<file path="config.mk">
export PLATFORM = sky130hd
export DESIGN_NAME = line_mirror_ctrl
export DESIGN_NICKNAME = d
export VERILOG_FILES = /design/src/rtl/line_mirror_ctrl.sv
export SDC_FILE = /design/constraint.sdc
export NUM_CORES = 1
export LEC_CHECK = 0
export BUFFER_PORTS_ARGS = -buffer_cell sky130_fd_sc_hd__buf_2
export CAP_MARGIN = 20
export CORE_MARGIN = 3
export CORE_UTILIZATION = 50
export CTS_CLUSTER_DIAMETER = 80
export DETAILED_ROUTE_END_ITERATION = 12
export HOLD_SLACK_MARGIN = 0.06
export PLACE_DENSITY = 0.73
export SKIP_LAST_GASP = 1
export SYNTH_ARGS = -nofsm -noshare
export SYNTH_HDL_FRONTEND = slang
export SYNTH_SLANG_ARGS = --single-unit
export TNS_END_PERCENT = 30
</file>
<file path="constraint.sdc">
create_clock -name iCCD_PIXCLK -period 3.5 [get_ports iCCD_PIXCLK]
set_input_delay 1.05 -clock iCCD_PIXCLK [delete_from_list [all_inputs] [get_ports iCCD_PIXCLK]]
set_output_delay 1.05 -clock iCCD_PIXCLK [all_outputs]
set_load 0.005 [all_outputs]
</file>
<file path="src/rtl/line_mirror_ctrl.sv">
// Address/bank sequencer for a two-bank ping-pong line RAM: writes each line
// ascending into one bank while the previous line is read back from the other.
module line_mirror_ctrl #(
  parameter int LINE_W = 640,
  parameter int ADDR_W = 10,
  parameter int RD_LAT = 1
) (
  input  logic              iCCD_PIXCLK,
  input  logic              iRST_N,
  input  logic              iCCD_DVAL,
  input  logic              iMIRROR_EN,
  output logic              oWR_EN,
  output logic [ADDR_W-1:0] oWR_ADDR,
  output logic              oWR_BANK,
  output logic              oRD_EN,
  output logic [ADDR_W-1:0] oRD_ADDR,
  output logic              oRD_BANK,
  output logic              oDVAL,
  output logic              oOVF,
  output logic              oDROP
);

  // One extra bit so the write counter can hold LINE_W itself.
  localparam int               CNT_W    = ADDR_W + 1;
  localparam logic [CNT_W-1:0] LINE_MAX = CNT_W'(LINE_W);
  localparam logic [CNT_W-1:0] CNT_ONE  = CNT_W'(1);

  typedef enum logic {RD_IDLE, RD_READ} rd_state_t;

  rd_state_t         r_state, w_state_nxt;
  logic [CNT_W-1:0]  r_wr_cnt, r_rd_cnt, r_rd_len;
  logic              r_wr_bank, r_rd_bank, r_dval_d;
  logic              r_line_mirror, r_rd_mirror, r_ovf_seen, r_drop;
  logic [RD_LAT-1:0] r_dval_pipe;

  logic              w_line_start, w_line_end, w_wr_en, w_ovf;
  logic              w_rd_en, w_rd_last, w_accept;
  logic [CNT_W-1:0]  w_rd_last_idx;

  assign w_line_start  = iCCD_DVAL && !r_dval_d;
  assign w_line_end    = !iCCD_DVAL && r_dval_d;
  // Gated by reset so every output reads 0 while reset is held.
  assign w_wr_en       = iRST_N && iCCD_DVAL && (r_wr_cnt < LINE_MAX);
  assign w_ovf         = iRST_N && iCCD_DVAL && (r_wr_cnt == LINE_MAX) && !r_ovf_seen;
  assign w_rd_en       = (r_state == RD_READ);
  assign w_rd_last_idx = r_rd_len - CNT_ONE;
  assign w_rd_last     = w_rd_en && (r_rd_cnt == w_rd_last_idx);
  // The cycle carrying the last read address can already accept a new line.
  assign w_accept      = w_line_end && (!w_rd_en || w_rd_last);

  assign oWR_EN   = w_wr_en;
  assign oWR_ADDR = ADDR_W'(r_wr_cnt);
  assign oWR_BANK = r_wr_bank;
  assign oOVF     = w_ovf;
  assign oRD_EN   = w_rd_en;
  assign oRD_ADDR = !w_rd_en ? '0
                  : ADDR_W'(r_rd_mirror ? (w_rd_last_idx - r_rd_cnt) : r_rd_cnt);
  assign oRD_BANK = r_rd_bank;
  assign oDVAL    = r_dval_pipe[RD_LAT-1];
  assign oDROP    = r_drop;

  // NOTE: combinational blocks assign every output a default first so no latch is inferred.
  always_comb begin
    w_state_nxt = r_state;
    case (r_state)
      RD_IDLE: if (w_accept) w_state_nxt = RD_READ;
      RD_READ: if (w_rd_last && !w_accept) w_state_nxt = RD_IDLE;
    endcase
  end

  // NOTE: clocked state uses non-blocking assignments so all registers update together.
  always_ff @(posedge iCCD_PIXCLK or negedge iRST_N) begin
    if (!iRST_N) begin
      r_state       <= RD_IDLE;
      r_wr_cnt      <= '0;
      r_rd_cnt      <= '0;
      r_rd_len      <= '0;
      r_wr_bank     <= 1'b0;
      r_rd_bank     <= 1'b0;
      r_dval_d      <= 1'b0;
      r_line_mirror <= 1'b0;
      r_rd_mirror   <= 1'b0;
      r_ovf_seen    <= 1'b0;
      r_drop        <= 1'b0;
    end else begin
      r_state  <= w_state_nxt;
      r_dval_d <= iCCD_DVAL;
      r_drop   <= w_line_end && !w_accept;

      if (w_line_start) r_line_mirror <= iMIRROR_EN;

      if (w_line_end) begin
        r_wr_cnt   <= '0;
        r_ovf_seen <= 1'b0;
      end else begin
        if (w_wr_en) r_wr_cnt   <= r_wr_cnt + CNT_ONE;
        if (w_ovf)   r_ovf_seen <= 1'b1;
      end

      // A dropped line leaves wr_bank alone so the next line reuses that bank.
      if (w_accept) begin
        r_rd_len    <= r_wr_cnt;
        r_rd_mirror <= r_line_mirror;
        r_rd_bank   <= r_wr_bank;
        r_rd_cnt    <= '0;
        r_wr_bank   <= !r_wr_bank;
      end else if (w_rd_en) begin
        r_rd_cnt <= r_rd_cnt + CNT_ONE;
      end
    end
  end

  // NOTE: the latency pipe is plain flops, so it is cleared by reset to kill in-flight valids.
  always_ff @(posedge iCCD_PIXCLK or negedge iRST_N) begin
    if (!iRST_N) begin
      r_dval_pipe <= '0;
    end else begin
      r_dval_pipe[0] <= w_rd_en;
      for (int i = 1; i < RD_LAT; i++) r_dval_pipe[i] <= r_dval_pipe[i-1];
    end
  end

endmodule

</file>
==> impl_metrics.env <==
export IMPL_run_status="finished with violations"
export IMPL_violations="negative setup slack"
export IMPL_cp_depth=11
export IMPL_drt_iter0_markers=128
export IMPL_crit_path_max_fanout=4
export IMPL_worst_skew_pair_late_latency_ps=300
export IMPL_r2r_worst_path_cells=13
export IMPL_fin_hold_ws_ps=499.9
export IMPL_totalPowerFinal_mw=0.8741
export IMPL_cellPowerDensity_nw_per_um2=255.0
export IMPL_max_slew_margin_rel=0.6019
export IMPL_rsz_0062_raised_after_global_routing="true"
export IMPL_critPathSlowestCell="or4_1"
export IMPL_initial_cell_density_of_the_core=0.5259
export IMPL_top_ports=31
export IMPL_syn2layout_area_growth_pct=26.04
export IMPL_die_width_um=79.76
export IMPL_finalHoldViolCount=0
export IMPL_multi_input_comb_area_um2=1650
export IMPL_worst_setup_path_startpoint="r_rd_len[5]"
export IMPL_yosys_register_bits=42
export IMPL_cts_clk_pin_slew_worst_paths_ps=80
export IMPL_grt_start_max_net_pins=43
export IMPL_power_static_leakage_nw=1.697
export IMPL_clk_root_buffer_cell="clkbuf_8"
export IMPL_max_clock_freq_mhz=238.6
export IMPL_wire_per_inst_um=15.14
export IMPL_portBuffers=30
export IMPL_number_of_global_route_vias_before_repair=2260
export IMPL_timing_reg2reg_setup_slack_ps=170
export IMPL_dp_slack_ps=-322.2
export IMPL_start_kind="flip-flop"
export IMPL_row_count=26
export IMPL_drt_antenna_violating_nets=0
export IMPL_placeableCoreArea_um2=5172
export IMPL_critical_path_n_buffers_inverters=1
export IMPL_maxCapViolCount=0
export IMPL_filler_cell_count=435
export IMPL_holdCritPathClass="reg -> reg"
export IMPL_worstPathArrival_ps=3140
export IMPL_seq_area_frac_synth=0.3864
export IMPL_globalplace_congestion=0.8427
export IMPL_grt_antenna_before_repair=0
export IMPL_synth_cell_types=46
export IMPL_grt_overflow_total=0
export IMPL_routed_via_count_divided_by_cell_count=5.367
export IMPL_crit_path_end_kind="output pin"
export IMPL_syn_cell_area_um2=2720
export IMPL_final_critical_path_setup_slack_ps=-690.8
export IMPL_fin_worst_skew_ps=8.552
export IMPL_finalSetupViolCount=5
export IMPL_fraction_of_final_layout_cells_with_drive_strength_greater_than_1=0.3211
export IMPL_tightestPinTransition_ps=597.2
export IMPL_first_pass_grt_wire_length_um=10430
export IMPL_per_instance_average_area_after_synthesis_um2=9.347
export IMPL_postSynthCellCount=291
export IMPL_die_area_um2=6361
export IMPL_final_min_period_over_clock_period=1.197
export IMPL_chipHeight_um=79.76
export IMPL_ordered_cell_list_for_the_critical_path="nor4_4 -> nand2_1 -> or3_1 -> xnor2_1 -> ha_1 -> a21oi_1 -> o21ai_1 -> o21a_1 -> or4_1 -> a21boi_2 -> buf_2"
export IMPL_layout_cells_most_common="dfrtp_1"
export IMPL_worst_r2r_startpoint="r_rd_len[5]"
export IMPL_longest_clk_path_bufs=2
export IMPL_r2r_end="r_rd_len[9]"
export IMPL_critPathRequiredTime_ps=2450
export IMPL_nets=376
export IMPL_drv_slew=0
export IMPL_sequential_cell_area_um2=1052
export IMPL_timing_final_crit_period_ps=4191
export IMPL_clock_tree_from_tritoncts="done"
export IMPL_synth_warnings=0
export IMPL_syn_nets=313
export IMPL_detailedPlacementHpwl_um=4616
export IMPL_critical_setup_path_class="reg -> out"
export IMPL_cts_made_buffers=5
export IMPL_via_count=2281
export IMPL_irDropWorstVdd_v=0.0002367
export IMPL_global_route_usage_total=0.2107
export IMPL_detail_route_wirelength_um=6433
export IMPL_critPathMaxStageDelay_ps=480
export IMPL_drtPass1Iterations=4
export IMPL_final_cell_mix="dfrtp_1 (41), buf_4 (37), buf_2 (30)"
export IMPL_cts_sink_count=42
export IMPL_drcViolationCount=0
export IMPL_critPathTopFamily="simple AND/OR/NAND/NOR gates"
export IMPL_insertedDiodeCount=0
export IMPL_ctsHtreeMaxLevel=2
export IMPL_worst_setup_path_endpoint="oRD_ADDR[9]"
timing repair:
action / 4_1_cts / 5_1_grt
hold buffers: 0 / 0
pin swaps: 1 / 15
gates resized for setup: 1 / 31
setup buffers: 1 / 6
hold endpoints to repair: 0 / 0
setup endpoints to repair: 6 / 16
flip-flops by register name (all words and copies together), names as in the netlist:
register	cells
r_rd_cnt	11
r_rd_len	11
r_wr_cnt	11
oDROP	1
oDVAL	1
oRD_BANK	1
oRD_EN	1
oWR_BANK	1
r_dval_d	1
r_line_mirror	1
r_ovf_seen	1
r_rd_mirror	1
layout make-up:
type / count / share of cell area
flip-flops and latches: 42 / 0.3069
clock buffers: 6 / 0.02117
clock inverters: 2 / 0.004015
well taps: 70 / 0.02555
inverters: 18 / 0.01971
repair buffers: 72 / 0.1412
multi-input cells: 215 / 0.4814
per-layer routing:
metal  vias up  share of wire  GRT usage
met1      1104           0.43     0.2619
met3        12          0.042    0.03499
met2        50           0.51     0.3656
li1       1115              -          -
met4         0          0.022    0.07939
met5         -              0          0
report_power, final:
group | leakage, nW | internal [mW] | total [mW] | switching, mW
Sequential | 0.536 | 0.494 | 0.508 | 0.0138
Clock | 0.0452 | 0.141 | 0.312 | 0.171
Combinational | 1.12 | 0.0228 | 0.0544 | 0.0315
kinds of logic (layout without fill, tap and decap cells):
logic type	after synthesis	after routing	synth area share
buffers and inverters	34	98	0.06164
AND/OR/NAND/NOR	109	109	0.2056
adder cells (fa/ha/maj)	18	18	0.08556
flip-flops	42	42	0.3864
XOR/XNOR	33	33	0.1090
multiplexers	17	17	0.06762
AO/OA/AOI/OAI	38	38	0.08418
stage by stage:
| stage | setup TNS [ps] | area [µm²] | std cells | utilization |
|---|---|---|---|---|
| 2_1_floorplan | -162.5 | 2720 | 291 | - |
| 3_3_place_gp | -345.4 | 3128 | 411 | 0.6047 |
| 3_5_place_dp | -536.3 | 3128 | 411 | 0.6047 |
| 4_1_cts | -1901 | 3226 | 420 | 0.6236 |
| 5_1_grt | -3588 | 3428 | 425 | 0.6628 |
| 6_report | -1699 | 3428 | 425 | 0.6628 |
how the worst min path moves through the flow:
stage | start | end | slack, ps | depth (start not counted)
CTS | oWR_BANK | oWR_BANK | 500 | 1
finish | oWR_BANK | oWR_BANK | 500 | 1
global placement | oWR_BANK | oWR_BANK | 480 | 1
floorplan | oRD_EN | oDVAL | 390 | 0
detailed placement | oWR_BANK | oWR_BANK | 490 | 1
global route | oWR_BANK | oWR_BANK | 530 | 1
cell usage after synthesis, drive strengths merged:
library cell	count	area [µm²]
inv	18	67.56
o21bai	1	7.510
and4	1	8.760
o31ai	1	7.510
o2111ai	1	8.760
nand4b	1	8.760
fa	1	20.02
or3	5	31.28
nor4b	2	17.52
nand3	9	45.04
nand2	27	103.9
a21boi	1	7.510
xor2	18	157.7
o211a	1	10.01
and2	4	27.53
dfrtp	42	1051
clkbuf	2	7.510
o22ai	4	25.02
xnor2	15	138.9
and3	2	12.51
buf	14	92.59
nor3	9	50.05
or4	1	7.510
nand2b	2	12.51
o21ai	13	68.82
ha	17	212.7
mux2	11	123.9
a21o	2	15.01
nand3b	1	7.510
nand4	7	43.79
nor4	3	33.78
o21a	3	22.52
a31oi	1	6.260
a21oi	10	50.05
nor2b	7	43.79
nor2	28	105.1
mux2i	6	60.06
No activity file was read; power rests on OpenSTA's default activity.
